**config.mk**
```make
export PLATFORM = sky130hd
export DESIGN_NAME = reg_file_move
export DESIGN_NICKNAME = d
export VERILOG_FILES = /design/src/rtl/reg_file_move.sv
export SDC_FILE = /design/constraint.sdc
export NUM_CORES = 1
export LEC_CHECK = 0
export CORE_UTILIZATION = 45
export CTS_CLUSTER_DIAMETER = 100
export DETAILED_ROUTE_END_ITERATION = 10
export PLACE_DENSITY = 0.72
export SKIP_LAST_GASP = 1
export SLEW_MARGIN = 25
export SYNTH_ARGS = -nofsm -noshare
export SYNTH_HDL_FRONTEND = slang
export SYNTH_SLANG_ARGS = --single-unit
```
**constraint.sdc**
```tcl
create_clock -name clk -period 2.3 [get_ports clk]
set_input_delay 0.23 -clock clk [delete_from_list [all_inputs] [get_ports clk]]
set_output_delay 0.23 -clock clk [all_outputs]
set_load 0.05 [all_outputs]
```
**src/rtl/reg_file_move.sv**
```systemverilog
`default_nettype none
// ============================================================================
// Module   : reg_file_move
// Register file: host write port, registered read port, src->dst move engine.
// Optional feature macro: PARITY_EN (per-entry even parity, error injection).
// Revision : 1.0
// ============================================================================
module reg_file_move #(
    parameter int DATA_W = 8,
    parameter int ADDR_W = 5,
    parameter int DEPTH  = (1 << ADDR_W)
) (
    input  logic              clk,
    input  logic              rst_n,
    input  logic              wr_en_i,
    input  logic [ADDR_W-1:0] wr_addr_i,
    input  logic [DATA_W-1:0] wr_data_i,
    input  logic              rd_en_i,
    input  logic [ADDR_W-1:0] rd_addr_i,
    output logic [DATA_W-1:0] rd_data_o,
    output logic              rd_valid_o,
    input  logic              mv_start_i,
    input  logic [ADDR_W-1:0] mv_src_i,
    input  logic [ADDR_W-1:0] mv_dst_i,
    output logic              mv_busy_o,
    output logic              mv_done_o,
    output logic              addr_err_o,
    input  logic              err_inj_i,
    output logic              par_err_o
);

`ifdef PARITY_EN
    localparam int c_ENT_W = DATA_W + 1;
`else
    localparam int c_ENT_W = DATA_W;
`endif
    localparam logic [ADDR_W:0] c_DEPTH = (ADDR_W+1)'(DEPTH);

    typedef enum logic [1:0] {
        ST_IDLE  = 2'd0,
        ST_FETCH = 2'd1,
        ST_STORE = 2'd2
    } state_t;

    logic [c_ENT_W-1:0] mem_q [DEPTH];
    state_t             state_q;
    logic [ADDR_W-1:0]  src_q;
    logic [ADDR_W-1:0]  dst_q;
    logic [c_ENT_W-1:0] hold_q;
    logic               busy_q;
    logic               done_q;
    logic [DATA_W-1:0]  rd_data_q;
    logic               rd_valid_q;
    logic               addr_err_q;

    logic               w_wr_ok;
    logic               w_rd_in;
    logic               w_src_in;
    logic               w_dst_in;
    logic               w_mv_err;
    logic [c_ENT_W-1:0] w_wr_word;
    logic [c_ENT_W-1:0] w_rd_word;
    logic [c_ENT_W-1:0] w_src_word;

    assign w_wr_ok  = wr_en_i && ({1'b0, wr_addr_i} < c_DEPTH);
    assign w_rd_in  = {1'b0, rd_addr_i} < c_DEPTH;
    assign w_src_in = {1'b0, mv_src_i} < c_DEPTH;
    assign w_dst_in = {1'b0, mv_dst_i} < c_DEPTH;
    assign w_mv_err = (state_q == ST_IDLE) && mv_start_i && !(w_src_in && w_dst_in);

`ifdef PARITY_EN
    // Stored bit makes the whole entry even; err_inj deliberately breaks that.
    assign w_wr_word = {(^wr_data_i) ^ err_inj_i, wr_data_i};
`else
    logic w_unused_inj;
    assign w_wr_word    = wr_data_i;
    assign w_unused_inj = err_inj_i;
`endif

    // Reads see the value the entry holds after this edge's writes.
    always_comb begin
        w_rd_word = mem_q[rd_addr_i];
        if (w_wr_ok && (wr_addr_i == rd_addr_i)) begin
            w_rd_word = w_wr_word;
        end else if ((state_q == ST_STORE) && (dst_q == rd_addr_i)) begin
            w_rd_word = hold_q;
        end
    end

    always_comb begin
        w_src_word = mem_q[src_q];
        if (w_wr_ok && (wr_addr_i == src_q)) begin
            w_src_word = w_wr_word;
        end
    end

    // Host write is ordered after the move store so it wins on a dst collision.
    always_ff @(posedge clk) begin
        if (!rst_n) begin
            for (int i = 0; i < DEPTH; i++) begin
                mem_q[i] <= '0;
            end
        end else begin
            if (state_q == ST_STORE) begin
                mem_q[dst_q] <= hold_q;
            end
            if (w_wr_ok) begin
                mem_q[wr_addr_i] <= w_wr_word;
            end
        end
    end

    always_ff @(posedge clk) begin
        if (!rst_n) begin
            state_q <= ST_IDLE;
            src_q   <= '0;
            dst_q   <= '0;
            hold_q  <= '0;
            busy_q  <= 1'b0;
            done_q  <= 1'b0;
        end else begin
            done_q <= 1'b0;
            case (state_q)
                ST_IDLE: begin
                    if (mv_start_i) begin
                        src_q <= mv_src_i;
                        dst_q <= mv_dst_i;
                        if (w_src_in && w_dst_in) begin
                            state_q <= ST_FETCH;
                            busy_q  <= 1'b1;
                        end
                    end
                end
                ST_FETCH: begin
                    hold_q  <= w_src_word;
                    state_q <= ST_STORE;
                end
                ST_STORE: begin
                    state_q <= ST_IDLE;
                    busy_q  <= 1'b0;
                    done_q  <= 1'b1;
                end
                default: begin
                    state_q <= ST_IDLE;
                    busy_q  <= 1'b0;
                end
            endcase
        end
    end

    always_ff @(posedge clk) begin
        if (!rst_n) begin
            rd_data_q  <= '0;
            rd_valid_q <= 1'b0;
            addr_err_q <= 1'b0;
        end else begin
            rd_valid_q <= rd_en_i;
            if (rd_en_i) begin
                rd_data_q <= w_rd_in ? w_rd_word[DATA_W-1:0] : '0;
            end
            addr_err_q <= (wr_en_i && !w_wr_ok) || (rd_en_i && !w_rd_in) || w_mv_err;
        end
    end

`ifdef PARITY_EN
    logic par_err_q;
    always_ff @(posedge clk) begin
        if (!rst_n) begin
            par_err_q <= 1'b0;
        end else begin
            par_err_q <= rd_en_i && w_rd_in && (^w_rd_word);
        end
    end
    assign par_err_o = par_err_q;
`else
    assign par_err_o = 1'b0;
`endif

    assign rd_data_o  = rd_data_q;
    assign rd_valid_o = rd_valid_q;
    assign mv_busy_o  = busy_q;
    assign mv_done_o  = done_q;
    assign addr_err_o = addr_err_q;

endmodule
`default_nettype wire
```
# Word-level counts from Yosys, hierarchy flattened

Memory sizes are Yosys's and may differ from the RTL's. A register that Yosys moved wholly into a read port is not among the register bits.
Index checks and enable logic that the tools add are counted.

Memories kept: 1
Flip-flop bits (word level): 15
Bits in writable memories: 256

Equal/unequal tests: 3
Multiplexer cells: 17
Reductions and logical operators: 7
Bitwise operators: 1

Memories:

| memory | depth | width | read ports | clocked after Yosys merged registers in | write ports | line | RTL |
|---|---|---|---|---|---|---|---|
| mem_q  | 32    | 8     | 2          | 2                                       | 32          | 45   | `logic [c_ENT_W-1:0] mem_q [DEPTH];` |

Operator list:

| kind                                                            | count |
|---|---|
| 8-bit 2-to-1 mux                                                | 2 |
| 8-bit OR reduction                                              | 2 |
| 1-bit 2-to-1 mux                                                | 10 |
| 5-bit 2-to-1 mux                                                | 2 |
| 2-bit case mux with 2 select lines                              | 1 |
| 2-bit AND reduction                                             | 2 |
| 2-bit by 1-bit == test with 1-bit output, second input constant | 1 |
| 2-bit == test, second input constant                            | 1 |
| 1-bit logical NOT                                               | 2 |
| 2-bit logical NOT                                               | 1 |
| 2-bit 2-to-1 mux                                                | 1 |
| 2-bit inequality test, second input constant                    | 1 |
| 1-bit case mux with 2 select lines                              | 1 |
| 1-bit inverter                                                  | 1 |

# Longest topological paths before layout

Gate-level depths: netlist of run 1.

Depth in word-level cells: 6
Mapped depth: 8

# Worst setup path before layout of run 1

No wires, ideal clock.

Path kind: input-to-reg
From: input port wr_addr_i[2]
To: memory mem_q[10][0] in the netlist's numbering (enable)
Path buffers: 2
Arrival: 1.479 ns
Path slack: 0.483 ns
Required time: 1.962 ns
Stages on the path: 5
Cells stage by stage: buf_2 > or3b_1 > clkbuf_1 > nor2_4 > nand3b_1

RTL lines:

| what        | line | RTL |
|---|---|---|
| from (decl) | 16   | `input logic [ADDR_W-1:0] wr_addr_i,` |
| to (decl)   | 45   |  |

# Final worst setup path of run 1

From: register rd_data_q[5] (netlist: rd_data_o[5]), read port of mem_q
To: output port rd_data_o[5]

RTL lines:

| what        | line | RTL |
|---|---|---|
| from (decl) | 52   | `logic [DATA_W-1:0] rd_data_q;` |
| to (decl)   | 20   | `output logic [DATA_W-1:0] rd_data_o,` |

No word-level cell between the ends.

==> qor.csv, run 1 <==
stage;metric;value;unit
floorplan;Initial Utilization;45.6;%
cells_and_area;Ant. Diodes;0;
logic_synthesis;synth unique cells;73;
logic_synthesis;post-synth top area share;45.0;%
timing;final worst slack;129;ps
global_routing;largest net degree at the start of global routing;35;
floorplan;row count;71;
placed_design;Final GP Congestion;1.05;
power;Sw Ratio;27.1;%
timing;Max Freq;461;MHz
timing;RSZ-0062 raised after global routing;false;
global_routing;initial antenna violation count;0;
power;P_sw;3.49;mW
clock_tree;Sink Count;287;
cells_and_area;area of the multi-input gates;7940;µm²
logic_synthesis;sequential fraction of the synthesis area;48.6;%
setup_path;CP Cell Sequence;clkdlybuf4s50_1;
worst_hold_path;hold_sp;mv_src_i[3];
logic_synthesis;xor/xnor cell area share of the yosys netlist;0.768;%
run;max-cap violations;0;
power;clock power share;37.8;%
detailed_routing;vias per cell;6.94;
clock_tree;clock latency on the worst-skew pair;590;ps
worst_hold_path;Hold Path Depth;3;
timing;Slew Limit Fails;0;
detailed_routing;DR DRC count;0;
timing;final-report hold violation count;0;
setup_path;FF-to-FF Start;src_q[3]$_SDFFE_PN0P_;
logic_synthesis;Post-synth EDFFs;256;
detailed_routing;number of nets with antenna violations after routing;0;
power;Pwr Total;12.9;mW
power;Power Dens Cells;652;nW/µm²
cells_and_area;Post-Route Utilization;52.7;%
logic_synthesis;biggest area consumer among synthesized cells;edfxtp_1;
logic_synthesis;Post-synth ARST share;0;%
floorplan;die area;38800;µm²
placed_design;I/O Buffers;43;
timing;Fin Clk Skew;27.0;ps
setup_path;Setup CP Type;reg2out;
detailed_routing;1st-pass router iterations;5;
logic_synthesis;synth cell count leaders;256 x a22o_1, 256 x edfxtp_1, 97 x mux4_2;
setup_path;delay-heaviest family, CP;buffers and inverters;
logic_synthesis;post-synthesis average cell area;13.3;µm²
floorplan;Die Y;197;µm
logic_synthesis;Primary FF master, synth;edfxtp_1;
logic_synthesis;mux cell area share after synthesis;17.6;%
cells_and_area;share of post-route cells with drive strength above 1;26.4;%
placed_design;Setup WS pre-CTS;-0.588;ps
timing;Period minus WS final;2170;ps
setup_path;Worst Path Max Fanout;3;
detailed_routing;Initial DRC Count;1950;
setup_path;Crit-path slowest cell;clkdlybuf4s50_1;
logic_synthesis;Synth area leaders;edfxtp_1 45%, a22o_1 13%, mux4_2 13%;
setup_path;reg-to-reg endpoint;hold_q[7]$_SDFFE_PN0N_;
setup_path;WP buf/inv;1;
timing;Tcrit/Tclk final;94.4;%
worst_hold_path;Hold EP;src_q[3]$_SDFFE_PN0P_;
floorplan;total core area;37500;µm²
timing;Worst Tran Pin Value;1150;ps
clock_tree;CTS Buffer Depth;3;
clock_tree;CTS tree;built;
floorplan;Top-Level Pins;47;
timing;TNS Setup;0;ps
setup_path;worst r2r path cells;5;
global_routing;gr usage total;29.1;%
cells_and_area;fillers;3100;
detailed_routing;routed wire length per instance;29.5;µm
setup_path;CP Launch Type;flop;
clock_tree;Inserted Clock Buffers;30;
power;Logic pwr share;14.3;%
setup_path;WP data arrival;1940;ps
cells_and_area;fin nets;1416;
clock_tree;H-Tree Depth;1;
logic_synthesis;Synth Warn #;0;
setup_path;Crit. End Element;primary output;
detailed_routing;total wire length;56400;µm
cells_and_area;Reg area;8320;µm²
setup_path;flop2flop setup slack;150;ps
logic_synthesis;Synth Register Bits;287;
logic_synthesis;Syn Std Cell Area;17100;µm²
detailed_routing;DR vias;13286;
power;VDD IR max;0.000461;V
timing;Slew headroom;23.1;%
setup_path;Worst Setup SP;rd_data_o[5]$_SDFFE_PN0P_;
global_routing;wire length of the first global-routing pass;82500;µm
logic_synthesis;Post-Synth Adder-Cell Area;0;%
clock_tree;clk slew on worst S/H paths;70;ps
setup_path;data required time of the worst path;2070;ps
global_routing;global route overflow;0;
power;Reg power frac;47.9;%
timing;Finish-stage setup viols;0;
clock_tree;root buffer selected by CTS;clkbuf_16;
worst_hold_path;HP Class;in2reg;
power;leakage power;7.01;nW
floorplan;Die Wd;197;µm
outcome;run status;finished clean;
power;cell-internal power;9.39;mW
placed_design;hpwl dp;40000;µm
global_routing;vias in the first global route;12606;
timing;Hold WS;200;ps
logic_synthesis;synthesized instance count;1285;
logic_synthesis;main combinational cell family by area after synthesis;compound AO/OA/AOI/OAI gates;
clock_tree;Post-CTS Setup Bufs;0;
logic_synthesis;complex-gate fraction of the synthesized area;19.1;%
cells_and_area;Area Overhead vs Synth;15.5;%
setup_path;Worst path max stage delay;860;ps
logic_synthesis;Post-Synth Simple-Gate Area;8.97;%
[per-stage QoR]
step	std cells	area [µm²]
2_1_floorplan	1286	17100
3_3_place_gp	1861	18800
3_5_place_dp	1861	18800
4_1_cts	1914	19700
5_1_grt	1914	19700
6_report	1914	19700
[cell usage in the layout (no fill, tap or decap), types with 28 or more instances in the layout]
master / synthesis / routed
clkbuf_16: 0 / 34
nor2_1: 50 / 50
nand2_1: 82 / 82
dfxtp_1: 31 / 28
edfxtp_1: 256 / 256
clkdlybuf4s50_1: 0 / 39
mux4_2: 97 / 97
mux2i_1: 58 / 58
nand3b_1: 37 / 37
buf_4: 10 / 147
a22o_1: 256 / 256
nor2_2: 28 / 28
[logic make-up after synthesis]
family                    Yosys count
AOI/OAI and AO/OA                 394
DFF                               287
and+or+nand+nor                   270
muxes                             164
buffers and inverters             154
xor gates and xnor gates           15
other                               1
[worst max path at each step]
stage	cells past startpoint	endpoint
3_5_place_dp	5	mem_q[10][7]$_DFFE_PP_
2_1_floorplan	5	mem_q[10][0]$_DFFE_PP_
5_1_grt	7	mem_q[11][3]$_DFFE_PP_
6_report	1	rd_data_o[5]
3_3_place_gp	5	mem_q[10][4]$_DFFE_PP_
4_1_cts	5	hold_q[7]$_SDFFE_PN0N_
[worst register-to-register path, delay by kind of cell (launching register included)]
kind                      cells  cell delay [ps]
xor gates and xnor gates      1              140
DFF                           1              690
and+or+nand+nor               3              920
AOI/OAI and AO/OA             1              300
[power groups by stage]
stage / Sequential [mW] / Clock, mW / Combinational (mW)
finish: 6.17 / 4.87 / 1.84
CTS: 6.16 / 4.86 / 1.79
floorplan: 6.15 / 0 / 1.13
detailed placement: 6.27 / 0 / 1.78
global route: 6.19 / 5.05 / 1.89
global placement: 6.25 / 0 / 1.76
[state kept, by name (all words and copies together) (netlist names), 2 cells and up]
register	cells
hold_q	8
rd_data_o	8
src_q	5
state_q	2
dst_q	5
mem_q	256
[metal layers]
layer	track usage (%)	routed length, µm	vias to the layer above
met4	13.8	3090	0
met3	7.79	7940	189
met2	44.5	24900	1083
li1	-	-	5467
met1	38.6	20500	6547
met5	0	0	-
[timing repair]
action                                  4_1_cts  5_1_grt
gates resized for setup                       0        1
hold buffers                                  0        0
endpoints found under the setup margin        0        1
[area by class of cell]
cell class / count / share of cell area [%]
clock buffers: 39 / 4.50
clock inverters: 14 / 0.425
inverters: 13 / 0.247
multi-input cells: 845 / 40.2
flip-flops and latches: 287 / 42.1
well taps: 511 / 3.24
repair buffers: 205 / 9.26
(Power assumes the default switching activity.)
==> inputs of run 2 (changes only) <==
--- a/config.mk
+++ b/config.mk
@@ -5,12 +5,13 @@
 export SDC_FILE = /design/constraint.sdc
 export NUM_CORES = 1
 export LEC_CHECK = 0
+export CAP_MARGIN = 20
 export CORE_UTILIZATION = 45
 export CTS_CLUSTER_DIAMETER = 100
 export DETAILED_ROUTE_END_ITERATION = 10
 export PLACE_DENSITY = 0.72
 export SKIP_LAST_GASP = 1
-export SLEW_MARGIN = 25
+export SLEW_MARGIN = 20
 export SYNTH_ARGS = -nofsm -noshare
 export SYNTH_HDL_FRONTEND = slang
 export SYNTH_SLANG_ARGS = --single-unit
==> results of run 2 <==
Same layout as run 1: the final DEF is identical, and so are final timing and power.
==> variant: new RTL, flow settings as in run 2 <==
The parameter `ADDR_W` goes from 5 to 4.
--- a/src/rtl/reg_file_move.sv
+++ b/src/rtl/reg_file_move.sv
@@ -7,7 +7,7 @@
 // ============================================================================
 module reg_file_move #(
     parameter int DATA_W = 8,
-    parameter int ADDR_W = 5,
+    parameter int ADDR_W = 4,
     parameter int DEPTH  = (1 << ADDR_W)
 ) (
     input  logic              clk,
Interface: changed (resized mv_dst_i, mv_src_i, rd_addr_i and wr_addr_i); port bits go from 47 to 43. The function was not compared with the original's and may differ.
==> variant against run 2 <==
Worst setup slack improved by 0.046 ns. Total power down 44%. Sequential cell count decreased by 130. Clock power is 43% lower. Count of clock-buffer cells in the layout shrank 22. Wire length decreased by 50%. Synthesized area decreased by 46%. Final area is 44% lower.
==> variant: results (changes against run 2) <==
Placed design
  – Final Wtd Congestion: 0.958 (-9.0%)
  – Setup WS pre-CTS: -0.119 ns (-0.119 ns)
  – DP HPWL: 20700 um (-48%)
  – Number of I/O port buffers: 39 (-9.3%)
  – Post-DP Area: 10400 um2 (-45%)

Setup path
  – Worst Path Max Fanout: 24 (+21)
  – CP arrival: 2.44 ns (+0.50 ns)
  – FF-to-FF path depth: 6 (+1)

Routing
  – Met2 WL post-DR: 12600 um (-49%)
  – Vias: 6981 (-47%)
  – Wl on met1: 10700 um (-48%)
  – Met3 Wirelength: 3290 um (-59%)
  – Initial DRC count: 823 (-58%)
  – WL per Instance: 27.2 um (-7.7%)

Layout
  – Max reg flops: 128 (-50%)
  – Cell Count, Final, Fillers Out: 1034 (-46%)
  – Layout fillers: 1602 (-48%)
  – Area Growth Syn to Fin: 18.1%
  – # nets final: 781 (-45%)
  – Fraction of layout cells with a size suffix above 1: 24.2% (-2.2 points)
  – Diode count: 0 (unchanged)

STA
  – Max Clock Skew: 0.00959 ns (-0.0174 ns)
  – TNS Setup: 0 ns (unchanged)
  – Slew at the pin closest to its max-slew limit: 0.763 ns (-0.390 ns)

Logic synthesis
  – Sequential share of the synthesized area: 47.5% (-1.1 points)
  – Syn Area/Cell: 13.7 um2 (+2.8%)
  – Commonest cells post-synth: 129 x a22o_1, 128 x edfxtp_1, 40 x clkbuf_1, 35 x mux4_2
  – Yosys cell types: 50 (-32%)
  – Compound-Gate Fraction of Synth Area: 18.7% (-0.41 points)
  – Number of enable flip-flop cells after synthesis: 128 (-50%)
  – Post-synthesis mux area share: 18.3% (+0.73 points)
  – Main area contributors after synthesis: edfxtp_1 41%, a22o_1 12%, mux4_2 8.5%, mux4_1 7.6%, dfxtp_1 6.2%
  – Synth Area in XOR/XNOR: 1.13% (+0.36 points)

Global route
  – Global-route wire length before repair: 42100 um (-49%)
  – Met3 Usage GRT: 5.83% (-2.0 points)
  – Met1 Usage GRT: 36.1% (-2.5 points)
  – GRT met2 Usage: 40.9% (-3.6 points)
  – Number of global-route vias before repair: 6726 (-47%)

Clock tree
  – Worst-skew pair later-pin latency: 0.43 ns (-0.16 ns)
  – Post-CTS Setup Bufs: 0 (unchanged)
  – CTS Buf Count: 17 (-43%)
  – Clock buffer depth: 2 (-1)
  – H-tree depth: 4 (+3)

Power and ir drop
  – Worst VDD drop: 0.447 mV (-3.1%)
  – Leak: 4.02 nW (-43%)

Outcome
  – Status: finished, final reports clean
==> variant: cell count changes in the layout (fill, tap and decap cells not counted), moves of 21 or more <==
cell and delta:
a211oi_1 +23, a221oi_1 -22, a22o_1 -127, buf_4 -74, edfxtp_1 -128, mux2i_1 -40, mux4_2 -62, nand2_1 -59
nor2_1 -21, nor2_2 -24
==> variant: worst max-delay path, cell delays in order, from the launching register on <==
cell	delay, ns
dfxtp_2	0.36
buf_12	0.21
mux4_1	0.66
nor2b_1	0.18
a211oi_1	0.22
a211oi_1	0.08
a221o_1	0.29
==> variant: layout make-up <==
type | count | area share [%]
Multi-Input combinational cell | 435 | 39.4
Timing Repair Buffer | 129 | 11.6
Clock inverter | 15 | 1.48
Clock buffer | 17 | 3.87
Tap cell | 270 | 3.07
Sequential cell | 157 | 40.2
Inverter | 11 | 0.376
==> variant: power breakdown <==
| part | switching, mW | internal (mW) |
|---|---|---|
| clock network | 1.34 | 1.46 |
| logic | 0.568 | 0.474 |
| registers | 0.136 | 3.21 |
==> variant: path summary, 6_finish.rpt <==
| path | slack (ns) | endpoint | startpoint |
|---|---|---|---|
| max | 0.18 | hold_q[5]$_SDFFE_PN0N_ | src_q[0]$_SDFFE_PN0P_ |
| min | 0.43 | dst_q[1]$_SDFFE_PN0P_ | mv_dst_i[1] |
| max reg2reg | 0.18 | hold_q[5]$_SDFFE_PN0N_ | src_q[0]$_SDFFE_PN0P_ |
| min reg2reg | 0.53 | mv_busy_o$_SDFFE_PN0P_ | mv_busy_o$_SDFFE_PN0P_ |
==> variant: cell families (layout without fill, tap and decap cells) <==
family | count (synthesis) | in the layout
other cells | 1 | 2
buf+inv | 90 | 172
compound gates | 204 | 204
xor+xnor | 12 | 12
mux | 81 | 81
simple gates | 136 | 136
flops | 157 | 157
